**config.mk**
```make
export PLATFORM = sky130hd
export DESIGN_NAME = event_handle_scheduler
export DESIGN_NICKNAME = d
export VERILOG_FILES = /design/src/rtl/event_handle_scheduler.sv
export SDC_FILE = /design/constraint.sdc
export NUM_CORES = 1
export LEC_CHECK = 0
export BUFFER_PORTS_ARGS = -buffer_cell sky130_fd_sc_hd__buf_2
export CORE_MARGIN = 1.5
export CORE_UTILIZATION = 54
export DETAILED_ROUTE_END_ITERATION = 16
export PLACE_DENSITY_LB_ADDON = 0.2
export SLEW_MARGIN = 0
export SYNTH_ARGS = -nofsm -noshare
export SYNTH_HDL_FRONTEND = slang
export SYNTH_SLANG_ARGS = --single-unit
```
**constraint.sdc**
```tcl
create_clock -name clk -period 2.6 [get_ports clk]
set_input_delay 0 -clock clk [delete_from_list [all_inputs] [get_ports clk]]
set_output_delay 0 -clock clk [all_outputs]
set_load 0.005 [all_outputs]
```
**src/rtl/event_handle_scheduler.sv**
```systemverilog
// Named-event handle table: maps handles to event objects and turns immediate
// and nonblocking triggers into registered one-cycle fire pulses with counters.
module event_handle_scheduler #(
  parameter  int NUM_HANDLES = 4,
  parameter  int NUM_EVENTS  = 4,
  parameter  int CW          = 8,
  localparam int HW          = $clog2(NUM_HANDLES),
  localparam int EW          = $clog2(NUM_EVENTS)
) (
  input  logic                     clk,
  input  logic                     rst,
  input  logic                     cmd_valid,
  output logic                     cmd_ready,
  input  logic [1:0]               cmd_op,
  input  logic [HW-1:0]            cmd_dst,
  input  logic [HW-1:0]            cmd_src,
  output logic [NUM_EVENTS-1:0]    ev_fire,
  output logic                     null_trig,
  output logic [NUM_EVENTS*CW-1:0] fire_cnt,
  input  logic [HW-1:0]            rd_handle,
  output logic [EW-1:0]            rd_event,
  output logic                     rd_null
);

  // state | meaning
  // INIT  | sweeping the table to default mapping, one entry per cycle
  // RUN   | accepting commands
  typedef enum logic {INIT, RUN} state_t;

  localparam int HS = 1 << HW;
  localparam logic [1:0] OP_TRIG    = 2'd0;
  localparam logic [1:0] OP_TRIG_NB = 2'd1;
  localparam logic [1:0] OP_COPY    = 2'd2;
  localparam logic [1:0] OP_NULLIFY = 2'd3;

  state_t                state, state_next;
  logic [HW-1:0]         sweep_ptr;
  logic [HS-1:0]         tbl_valid;
  logic [EW-1:0]         tbl_ev [HS];
  logic                  accept;
  logic                  dst_valid, src_valid;
  logic [EW-1:0]         dst_ev, src_ev;
  logic [NUM_EVENTS-1:0] imm_set, nb_set, nb_pend, fire_next;
  logic                  null_next;
  logic [CW-1:0]         cnt [NUM_EVENTS];

  always_ff @(posedge clk) begin
    if (rst) begin
      state     <= INIT;
      sweep_ptr <= '0;
    end else begin
      state <= state_next;
      if (state == INIT) sweep_ptr <= sweep_ptr + HW'(1);
    end
  end

  always_comb begin
    state_next = state;
    cmd_ready  = 1'b0;
    case (state)
      INIT: if (sweep_ptr == HW'(NUM_HANDLES - 1)) state_next = RUN;
      RUN:  cmd_ready = ~rst;
      default: state_next = INIT;
    endcase
  end

  assign accept    = cmd_valid & cmd_ready;
  assign dst_valid = tbl_valid[cmd_dst];
  assign dst_ev    = tbl_ev[cmd_dst];
  assign src_valid = tbl_valid[cmd_src];
  assign src_ev    = tbl_ev[cmd_src];

  // Entries beyond NUM_HANDLES are never written and stay null.
  always_ff @(posedge clk) begin
    if (rst) begin
      tbl_valid <= '0;
    end else if (state == INIT) begin
      for (int i = 0; i < NUM_HANDLES; i++) begin
        if (sweep_ptr == HW'(i)) begin
          tbl_valid[i] <= (i < NUM_EVENTS);
          tbl_ev[i]    <= EW'(i);
        end
      end
    end else if (accept) begin
      for (int i = 0; i < NUM_HANDLES; i++) begin
        if (cmd_dst == HW'(i)) begin
          if (cmd_op == OP_COPY) begin
            tbl_valid[i] <= src_valid;
            tbl_ev[i]    <= src_ev;
          end else if (cmd_op == OP_NULLIFY) begin
            tbl_valid[i] <= 1'b0;
          end
        end
      end
    end
  end

  always_comb begin
    imm_set   = '0;
    nb_set    = '0;
    null_next = 1'b0;
    if (accept && (cmd_op == OP_TRIG || cmd_op == OP_TRIG_NB)) begin
      if (!dst_valid) begin
        null_next = 1'b1;
      end else begin
        for (int k = 0; k < NUM_EVENTS; k++) begin
          if (dst_ev == EW'(k)) begin
            if (cmd_op == OP_TRIG) imm_set[k] = 1'b1;
            else                   nb_set[k]  = 1'b1;
          end
        end
      end
    end
  end

  // A pending ->> and a same-cycle -> on one event merge into a single pulse.
  assign fire_next = imm_set | nb_pend;

  always_ff @(posedge clk) begin
    if (rst) begin
      ev_fire   <= '0;
      null_trig <= 1'b0;
      nb_pend   <= '0;
      for (int k = 0; k < NUM_EVENTS; k++) cnt[k] <= '0;
    end else begin
      ev_fire   <= fire_next;
      null_trig <= null_next;
      nb_pend   <= nb_set;
      for (int k = 0; k < NUM_EVENTS; k++) cnt[k] <= cnt[k] + CW'(fire_next[k]);
    end
  end

  for (genvar k = 0; k < NUM_EVENTS; k++) begin : g_cnt
    assign fire_cnt[k*CW +: CW] = cnt[k];
  end

  assign rd_null  = ~tbl_valid[rd_handle];
  assign rd_event = tbl_valid[rd_handle] ? tbl_ev[rd_handle] : '0;

endmodule

```
# --- Yosys cells after proc, flatten, opt, wreduce, memory -nomap -nowiden ---
# Memory sizes are Yosys's and may differ from the RTL's.
# Index checks and enable logic that the tools add are counted.
word_totals:
  register_bits: 16
  ram_bits: 40
  output_inout_bits: 41
  mem_count: 2
classes:
  reduce_logical: 22
  bitwise: 18
  n_mux: 87
  n_addsub: 5
  order_cmp: 3
  eq_ne: 18
memory_table:
  columns: ["name", "words", "word_bits", "rd", "rd_clocked_by_memory_dff", "wr", "line_no", "rtl"]
  rows:
  - ["cnt", 4, 8, 4, 0, 4, "45", "logic [CW-1:0] cnt [NUM_EVENTS];"]
  - ["tbl_ev", 4, 2, 3, 0, 1, "39", "logic [EW-1:0] tbl_ev [HS];"]
op_table:
  columns: ["cell", "n"]
  rows:
  - ["1-bit two-way mux", 65]
  - ["8-bit by 1-bit adder with 8-bit output", 4]
  - ["8-bit two-way mux", 4]
  - ["2-bit two-way mux", 11]
  - ["2-bit equality test, second input constant", 8]
  - ["4-bit two-way mux", 4]
  - ["4-bit AND reduction", 4]
  - ["4-bit OR reduction", 4]
  - ["2-bit by 1-bit != test with 1-bit output, second input constant", 5]
  - ["2-bit by 3-bit less-than comparator with 1-bit output, second input constant", 3]
  - ["2-bit by 1-bit equality test with 1-bit output, second input constant", 4]
  - ["2-bit zero test", 4]
  - ["1-bit NOT", 8]
  - ["1-bit bitwise OR", 8]
  - ["2-bit nonzero test", 4]
  - ["2-bit OR reduction", 4]
  - ["1-bit binary-select mux with 2-bit select", 3]
  - ["4-bit bitwise OR", 1]
  - ["3-bit by 1-bit != test with 1-bit output, second input constant", 1]
  - ["2-bit by 1-bit adder with 2-bit output, second input constant", 1]
  - ["1-bit AND", 1]
  - ["1-bit logical AND", 1]
  - ["1-bit logical OR", 1]

# --- Logic depth before layout (Yosys ltp) ---
# Gate-level depths: netlist (run 1).
depth:
  ltp_word: 12
  ltp_mapped: 9
  ltp_nobuf: 8

# --- Worst setup path after synthesis (run 1) ---
# Ideal clock, no wire load.
synth_path:
  kind: "register to register"
  start: "mem tbl_ev[3][0] (netlist bit)"
  end: "mem cnt[0][6]"
  path_buffers: 0
  arrival_ns: 2.113
  path_stages_with_launch: 9
  slack_ns: 0.417
  t_required_ns: 2.530
  period_less_slack_ns: 2.183
  path_cell_list: "edfxtp_1 > mux4_2 > or2_4 > o21ai_2 > ha_1 > ha_1 > nand2_1 > or3_1 > a21oi_1"
synth_rtl:
  columns: ["element", "line_no"]
  rows:
  - ["from (decl)", "39"]
  - ["to (decl)", "45"]

==> flow_summary.toml, run 1 <==
[routing]
num_vias = 2014
final_antenna_net_count = 0
drc = 0
wl_um = 4790
drt_pre_antenna_iters = 4
drt_iter0_markers = 60
via_per_inst = 5.53
wire_per_inst_um = 13.2

[worst_setup_path]
crit_required_ns = 2.84
worstPathCellList = "mux4_2 -> nand2b_1 -> o21ai_1 -> ha_1 -> nand3_1 -> or4_1 -> a21oi_1"
crit_fanout = 5
cp-start-kind = "flip-flop"
crit_arrival_ns = 2.64
r2r_slack_ns = 0.20
max_stage_delay_ns = 0.52
crit_type = "reg -> reg"
endpoint_kind = "flip-flop"
r2r_cells = 7
critPathSlowestCell = "mux4_2"

[power]
power.switching_mw = 0.407
pwr-share-seq_pct = 55.4
p_int_mw = 1.28
p_sw_share_pct = 24.1
clockPowerShare_pct = 33.0
p_comb_share_pct = 11.6
max-vdd-ir-drop_v = 0.000322
leakagePower_nw = 1.24
powerDensity_nw_per_um2 = 557

[floorplanning]
core_area_sq_um = 4660
initial_core_util_pct = 55.6
ios = 52
die_h_um = 72.3
die_x_um = 72.3
fp.dieArea_sq_um = 5220
fp-row-count = 25

[timing]
skew_ns = 0.00434
rsz0062_at_grt = "no"
setup_ws_ns = 0.200
final_max_slew_viol_count = 0
hold_viol = 0
finalSetupViolCount = 0
max_slew_margin_pct = 65.6
max_freq_mhz = 417
fin_crit_sh_pct = 92.3
tns_ns = 0
worst_pin_slew_ns = 0.516
finalCriticalPeriod_ns = 2.40

[synthesis]
yosysTopAreaCellShare_pct = 37.1
synth_top_family_by_area = "simple AND/OR/NAND/NOR gates"
synthAdderAreaFrac_pct = 5.79
yosys.cell_types.count = 42
synth_edf_count = 8
synth_mux_area_share_pct = 8.98
synth_largest_area_cell = "dfxtp_1"
ys_seq_area_share_pct = 46.4
synth-main-ff-cell = "dfxtp_1"
ys_warn_count = 0
syn-num-nets = 278
synth-simple-area-share_pct = 20.4
synthXorXnorAreaFrac_pct = 4.73
synth-seq-cells = 56
yosysMostFrequentCell = "dfxtp_1"
synth_commonest_cells = "48 x dfxtp_1, 22 x nor2_1, 15 x a21oi_1"
synth_cells = 255
synth-compound-area-share_pct = 10.6
synth_area_leaders = "dfxtp_1 37%, edfxtp_1 9.3%, mux4_2 7.8%"
syn_area_sq_um = 2590
syn-mean-instance-area_sq_um = 10.2
async_flop_share_pct = 0

[global_route]
antenna_found_initial = 0
grt_first_pass_wirelength_um = 7740
grt_max_degree = 52
grt_use_total_pct = 18.8
overflow = 0
grt_pass1_vias = 1755

[placed_design]
port_buffers = 51
place_ws_ns = 0.250
gp_congestion = 0.851
post-dp-hpwl_um = 3480

[outcome]
outcome = "finished clean"

[clocking]
cts_tree = "built"
cts_made_buffers = 5
cts_buffer_depth = 2
cts_resized = 0
cts.sink_count = 56
clkSlewWorstSetupHoldPaths_ns = 0.10
htreeDepth = 2
worstSkewPairLatency_ns = 0.30
ctsRootBufferMaster = "clkbuf_8"

[run]
maxCapViolCount = 0

[worst_hold_path]
hold_class = "in -> reg"
worstHoldPathCells = 4

[layout]
drive_gt1_share_pct = 23.9
nets = 332
n_antenna_cell = 0
area_growth_pct = 16.8
[cell usage in the layout (no fill, tap or decap), types with 2 or more instances in the layout]
master | netlist | routed
inv_1 | 11 | 11
nand4_1 | 6 | 6
nor2b_1 | 12 | 12
buf_2 | 1 | 51
nand4b_1 | 2 | 2
o22ai_1 | 4 | 4
or3_1 | 12 | 12
a21oi_1 | 15 | 15
o21ai_0 | 13 | 13
buf_4 | 0 | 2
xnor2_1 | 4 | 4
clkbuf_8 | 0 | 6
xor2_1 | 10 | 10
nor2_1 | 22 | 22
edfxtp_1 | 8 | 8
nor3b_1 | 2 | 2
dfxtp_1 | 48 | 48
ha_1 | 12 | 12
nand2_1 | 11 | 11
mux2i_1 | 3 | 3
dlygate4sd3_1 | 0 | 2
nand3_1 | 14 | 14
and2_1 | 4 | 4
nand2b_1 | 7 | 7
o31a_1 | 2 | 2
mux4_2 | 9 | 9
[flip-flops by register name, summed over array words and instances (netlist names)]
register and count:
sweep_ptr 2, state 1, cnt 32, tbl_valid 4
nb_pend 4, null_trig 1, ev_fire 4, tbl_ev 8
[power groups by stage]
stage / clock network [mW] / registers (mW) / logic, mW
2_1_floorplan: 0 / 0.945 / 0.146
3_3_place_gp: 0 / 0.951 / 0.193
3_5_place_dp: 0 / 0.954 / 0.196
4_1_cts: 0.569 / 0.933 / 0.198
5_1_grt: 0.599 / 0.939 / 0.219
6_report: 0.557 / 0.934 / 0.196
[worst paths after layout]
kind,from,to
min,rst,ev_fire[2]
max reg2reg,tbl_ev[1][1],cnt[1][7]
min reg2reg,nb_pend[2],ev_fire[2]
max,tbl_ev[1][1],cnt[1][7]
[per-stage QoR]
stage | instances | power (mW) | util (%) | hold WS [ns] | instance area, sq um
floorplan | 255 | 1.09 | - | 0.114 | 2590
finish | 364 | 1.69 | 64.9 | 0.0743 | 3030
global route | 364 | 1.76 | 64.9 | 0.0853 | 3030
global placement | 354 | 1.14 | 62.0 | 0.271 | 2890
CTS | 364 | 1.70 | 64.9 | 0.0567 | 3030
detailed placement | 354 | 1.15 | 62.0 | 0.277 | 2890
[area by class of cell]
type	count	area (sq um)
Tap cell	54	67.6
Clock inverter	1	8.76
Fill cell	396	1630
Timing Repair Buffer	55	290
Clock buffer	7	108
Inverter	11	41.3
Sequential cell	56	1200
Multi-Input combinational cell	180	1310
[cells by family after synthesis]
logic type / count (synthesis)
mux: 12
xor+xnor: 14
fa+ha+maj: 12
compound gates: 45
flops: 56
buf+inv: 19
simple gates: 97
[repair_timing]
item / CTS / global route
setup endpoints to repair: 0 / 0
buffers inserted: 0 / 0
endpoints found under the hold margin: 1 / 0
hold buffers: 2 / 0
[layer usage]
metal	wire [um]	vias up	GRT usage [%]
met4	135	0	9.64
met1	2230	936	24.0
met5	0	-	0
met3	143	12	3.06
met2	2280	49	31.0
li1	-	1017	-
[critical path: cells and delay by family, from the launching register on]
family	cells	cell delay, ns
AO/OA/AOI/OAI	2	0.33
AND/OR/NAND/NOR	3	0.77
adder cells (fa/ha/maj)	1	0.26
multiplexers	1	0.52
flip-flops	1	0.44
(Power assumes the default switching activity.)
==> inputs of run 2 (changes only) <==
--- a/config.mk
+++ b/config.mk
@@ -7,10 +7,12 @@
 export LEC_CHECK = 0
 export BUFFER_PORTS_ARGS = -buffer_cell sky130_fd_sc_hd__buf_2
 export CORE_MARGIN = 1.5
-export CORE_UTILIZATION = 54
+export CORE_UTILIZATION = 57
+export CTS_BUF_LIST = sky130_fd_sc_hd__clkbuf_2
 export DETAILED_ROUTE_END_ITERATION = 16
 export PLACE_DENSITY_LB_ADDON = 0.2
 export SLEW_MARGIN = 0
 export SYNTH_ARGS = -nofsm -noshare
 export SYNTH_HDL_FRONTEND = slang
 export SYNTH_SLANG_ARGS = --single-unit
+export TNS_END_PERCENT = 50
==> flow_summary.toml, run 2 (synthesis gave the netlist of run 1 again) <==
[outcome]
outcome = "finished clean"

[timing]
max_slew_margin_pct = 67.3
finalCriticalPeriod_ns = 2.41
fin_crit_sh_pct = 92.5
tns_ns = 0
finalSetupViolCount = 0
skew_ns = 0.0111
worst_pin_slew_ns = 0.491
final_max_slew_viol_count = 0
hold_viol = 0
rsz0062_at_grt = "no"
max_freq_mhz = 416

[floorplanning]
die_x_um = 70.4
die_h_um = 70.4
initial_core_util_pct = 59.5
ios = 52
core_area_sq_um = 4350
fp-row-count = 24
fp.dieArea_sq_um = 4960

[placed_design]
gp_congestion = 0.836
post-dp-hpwl_um = 3500
port_buffers = 51

[clocking]
worstSkewPairLatency_ns = 0.43
clkSlewWorstSetupHoldPaths_ns = 0.26
ctsRootBufferMaster = "clkbuf_2"
post_cts_buffers = 0
cts_buffer_depth = 2
cts_tree = "built"
htreeDepth = 2
cts_made_buffers = 5
cts_resized = 0
cts.sink_count = 56

[run]
maxCapViolCount = 0

[routing]
num_vias = 2069
drt_pre_antenna_iters = 4
drt_iter0_markers = 138
final_antenna_net_count = 0
wire_per_inst_um = 13.4
wl_um = 4940
via_per_inst = 5.62
drc = 0

[global_route]
grt_max_degree = 52
grt_pass1_vias = 1874
grt_first_pass_wirelength_um = 8250
overflow = 0
antenna_found_initial = 0
grt_use_total_pct = 20.7

[layout]
num-fill-cells = 358
final_core_util_pct = 70.3
top_register = "cnt"
largest_reg_flops = 32
n_antenna_cell = 0
top_regs = "cnt: 32 flops, tbl_ev: 8 flops"
area_growth_pct = 18.2
final_common_cell = "buf_2"
final_cell_mix = "51 x buf_2, 48 x dfxtp_1, 22 x nor2_1"
nets = 339
drive_gt1_share_pct = 23.1

[power]
powerDensity_nw_per_um2 = 541
leakagePower_nw = 1.25
max-vdd-ir-drop_v = 0.000387

[worst_setup_path]
max_stage_delay_ns = 0.54
crit_arrival_ns = 2.80
endpoint_kind = "flip-flop"
crit_family = "simple AND/OR/NAND/NOR gates"
crit_type = "reg -> reg"
crit_required_ns = 2.99
critPathSlowestCell = "mux4_2"
crit_fanout = 5
r2r_cells = 7
r2r_slack_ns = 0.19
worstPathCellList = "mux4_2 -> nand2b_1 -> o21ai_1 -> ha_1 -> nand3_1 -> or4_1 -> a21oi_1"
cp-start-kind = "flip-flop"
worstReg2RegStart = "tbl_ev[3][1]"
r2r_end = "cnt[1][7]"
crit_buf_inv = 0

[worst_hold_path]
worstHoldPathCells = 3
holdPathEnd = "tbl_ev[1][0]"
hold_class = "in -> reg"
worstHoldStart = "cmd_src[1]"
==> run 2: metrics by stage <==
step                power, mW  hold slack [ns]  setup slack [ns]  cells  area (sq um)
floorplan                1.09            0.114             0.417    255          2590
global placement         1.14            0.269             0.357    352          2890
finish                   1.66            0.111             0.195    368          3060
detailed placement       1.15            0.281             0.251    352          2890
global route             1.73           0.0954            0.0744    368          3060
CTS                      1.67           0.0957             0.185    368          3060
==> run 2: worst max path at each step <==
stage,slack (ns),from,depth (start not counted),to
2_1_floorplan,0.42,tbl_ev[3][0],8,cnt[0][6]
3_3_place_gp,0.36,tbl_ev[3][1],7,cnt[1][7]
6_report,0.19,tbl_ev[3][1],7,cnt[1][7]
4_1_cts,0.18,tbl_ev[3][1],7,cnt[1][7]
5_1_grt,0.07,tbl_ev[0][1],7,cnt[1][7]
3_5_place_dp,0.25,tbl_ev[3][1],7,cnt[1][7]
==> run 2: tightest hold or removal path: stages <==
cell and delay [ns]:
buf_2 0.13, mux4_2 0.22, nand2b_1 0.10
==> run 2: layout make-up <==
class / instances / area [sq um] / share of cell area (%)
Timing Repair Buffer: 62 / 360 / 11.8
Clock buffer: 5 / 25.0 / 0.817
Tap cell: 52 / 65.1 / 2.12
Clock inverter: 2 / 60.1 / 1.96
Sequential cell: 56 / 1200 / 39.2
Multi-Input combinational cell: 180 / 1310 / 42.8
Inverter: 11 / 41.3 / 1.35
==> run 2: report_power, final <==
group / total, mW / switching (mW) / internal (mW) / leakage, nW
clock network: 0.514 / 0.261 / 0.253 / 0.0490
registers: 0.939 / 0.0263 / 0.912 / 0.458
logic: 0.204 / 0.104 / 0.0998 / 0.744
total: 1.66 / 0.391 / 1.27 / 1.25
==> run 2: per-layer routing <==
metal / up-vias / track usage, % / share of wire (%)
met4: 0 / 7.91 / 2.1
met1: 952 / 25.0 / 41
met3: 12 / 4.62 / 5.0
li1: 1032 / - / -
met2: 73 / 35.8 / 52
met5: - / 0 / 0
==> run 2: timing repair <==
action                                 in CTS  in global routing
endpoints found under the hold margin      12                  0
setup endpoints to repair                   0                  0
hold buffers                                9                  0
==> inputs of run 3 (changes only) <==
==> constraint.sdc (replaced) <==
create_clock -name clk -period 2.6 [get_ports clk]
set_input_delay 0.26 -clock clk [delete_from_list [all_inputs] [get_ports clk]]
set_output_delay 0.26 -clock clk [all_outputs]
set_load 0.005 [all_outputs]
==> flow_summary.toml, run 3 (synthesis gave the netlist of run 1 again) <==
[routing]
num_vias = 2001
drt_pre_antenna_iters = 4
drt_iter0_markers = 95
via_per_inst = 5.56
drc = 0
wl_um = 4740
wire_per_inst_um = 13.2
final_antenna_net_count = 0

[timing]
fin_crit_sh_pct = 91.4
worst_pin_slew_ns = 0.507
rsz0062_at_grt = "no"
finalSetupViolCount = 0
finalCriticalPeriod_ns = 2.38
skew_ns = 0.0238
final_max_slew_viol_count = 0
hold_viol = 0
tns_ns = 0
holdWs_ns = 0.0690
max_freq_mhz = 421
max_slew_margin_pct = 66.2

[placed_design]
dpl_cell_area_sq_um = 2890
post-dp-hpwl_um = 3540
port_buffers = 51
dp.cells = 352
gp_congestion = 0.899

[floorplanning]
fp-row-count = 24
ios = 52
core_area_sq_um = 4350
initial_core_util_pct = 59.5
die_x_um = 70.4
die_h_um = 70.4
fp.dieArea_sq_um = 4960

[layout]
n_antenna_cell = 0
stdcell_count = 360
drive_gt1_share_pct = 23.7
final_common_cell = "buf_2"
top_register = "cnt"
design_area_sq_um = 2930
area_growth_pct = 13.1
largest_reg_flops = 32
nets = 330
final_cell_mix = "51 x buf_2, 48 x dfxtp_1, 22 x nor2_1"
top_regs = "cnt: 32 flops, tbl_ev: 8 flops"

[worst_setup_path]
crit_required_ns = 2.99
path_common_cell = "ha_1"
max_stage_delay_ns = 0.56
r2r_cells = 8
worstPathCellList = "mux4_2 -> or2_4 -> o21ai_2 -> ha_1 -> ha_1 -> nand2_1 -> or3_1 -> a21oi_1"
critPathSlowestCell = "mux4_2"
crit_type = "reg -> reg"
crit_fanout = 6
crit_arrival_ns = 2.77
endpoint_kind = "flip-flop"
r2r_end = "cnt[0][6]"
r2r_slack_ns = 0.22
cp-start-kind = "flip-flop"
worstReg2RegStart = "tbl_ev[3][0]"

[global_route]
grt_use_total_pct = 20.1
grt_first_pass_wirelength_um = 8000
grt_pass1_vias = 1835
antenna_found_initial = 0
grt_max_degree = 52
overflow = 0

[clocking]
cts_hold_buf = 0
cts_buffer_depth = 2
cts_tree = "built"
post_cts_buffers = 0
cts.sink_count = 56
ctsRootBufferMaster = "clkbuf_2"
htreeDepth = 2
cts_made_buffers = 5
cts_resized = 0
worstSkewPairLatency_ns = 0.43
clkSlewWorstSetupHoldPaths_ns = 0.27

[worst_hold_path]
hold_class = "in -> reg"
worstHoldPathCells = 3
holdPathEnd = "null_trig"
worstHoldStart = "cmd_valid"

[outcome]
outcome = "finished clean"

[run]
maxCapViolCount = 0

[power]
finalPower_mw = 1.46
powerDensity_nw_per_um2 = 497
leakagePower_nw = 1.20
max-vdd-ir-drop_v = 0.000306
[run 3: cell types whose count changed in the layout (fill, tap and decap cells not counted), sizes merged]
cell	previous run	this run
dlygate4sd3	9	0
bufinv	2	0
clkinv	0	1
inv	11	12
clkinvlp	0	1
[run 3: worst max-delay path by stage]
| stage | start | cells after the start | end | slack (ns) |
|---|---|---|---|---|
| after floorplan | cmd_dst[0] | 9 | cnt[0][6] | 0.40 |
| after global placement | cmd_dst[0] | 8 | cnt[1][7] | 0.23 |
| after detailed placement | cmd_dst[0] | 8 | cnt[1][7] | 0.13 |
| after CTS | tbl_ev[3][0] | 8 | cnt[0][6] | 0.21 |
| after global routing | tbl_ev[0][1] | 7 | cnt[1][7] | 0.04 |
| final | tbl_ev[3][0] | 8 | cnt[0][6] | 0.22 |
[run 3: power breakdown]
group	leakage (nW)	total (mW)	switching (mW)	internal, mW
combinational	0.715	0.196	0.102	0.0937
clock	0.0269	0.323	0.259	0.0639
sequential	0.458	0.939	0.0263	0.912
total	1.20	1.46	0.387	1.07
[run 3: final cells by class]
cell class | count | area [sq um]
repair buffers | 53 | 270
clock buffers | 5 | 25.0
multi-input cells | 180 | 1310
flip-flops and latches | 56 | 1200
fillers | 385 | 1420
clock inverters | 3 | 17.5
well taps | 52 | 65.1
inverters | 11 | 41.3
[run 3: metal layers]
metal	share of wire, %	GRT usage (%)
met1	45	25.3
met2	49	32.9
met3	4.4	4.33
met4	2.1	9.40
met5	0	0
[run 3: stage by stage]
stage                     setup slack, ns  utilization (%)
after floorplan                     0.399                -
after global placement              0.235             66.3
after detailed placement            0.129             66.3
after CTS                           0.210             67.3
after global routing               0.0378             67.3
final                               0.224             67.3
[run 3: worst max-delay path: cells and delay by family (launching register included)]
kind,cells,cell delay (ns)
adders and majority gates,2,0.38
muxes,1,0.56
AOI/OAI and AO/OA,2,0.26
and+or+nand+nor,3,0.68
DFF,1,0.49
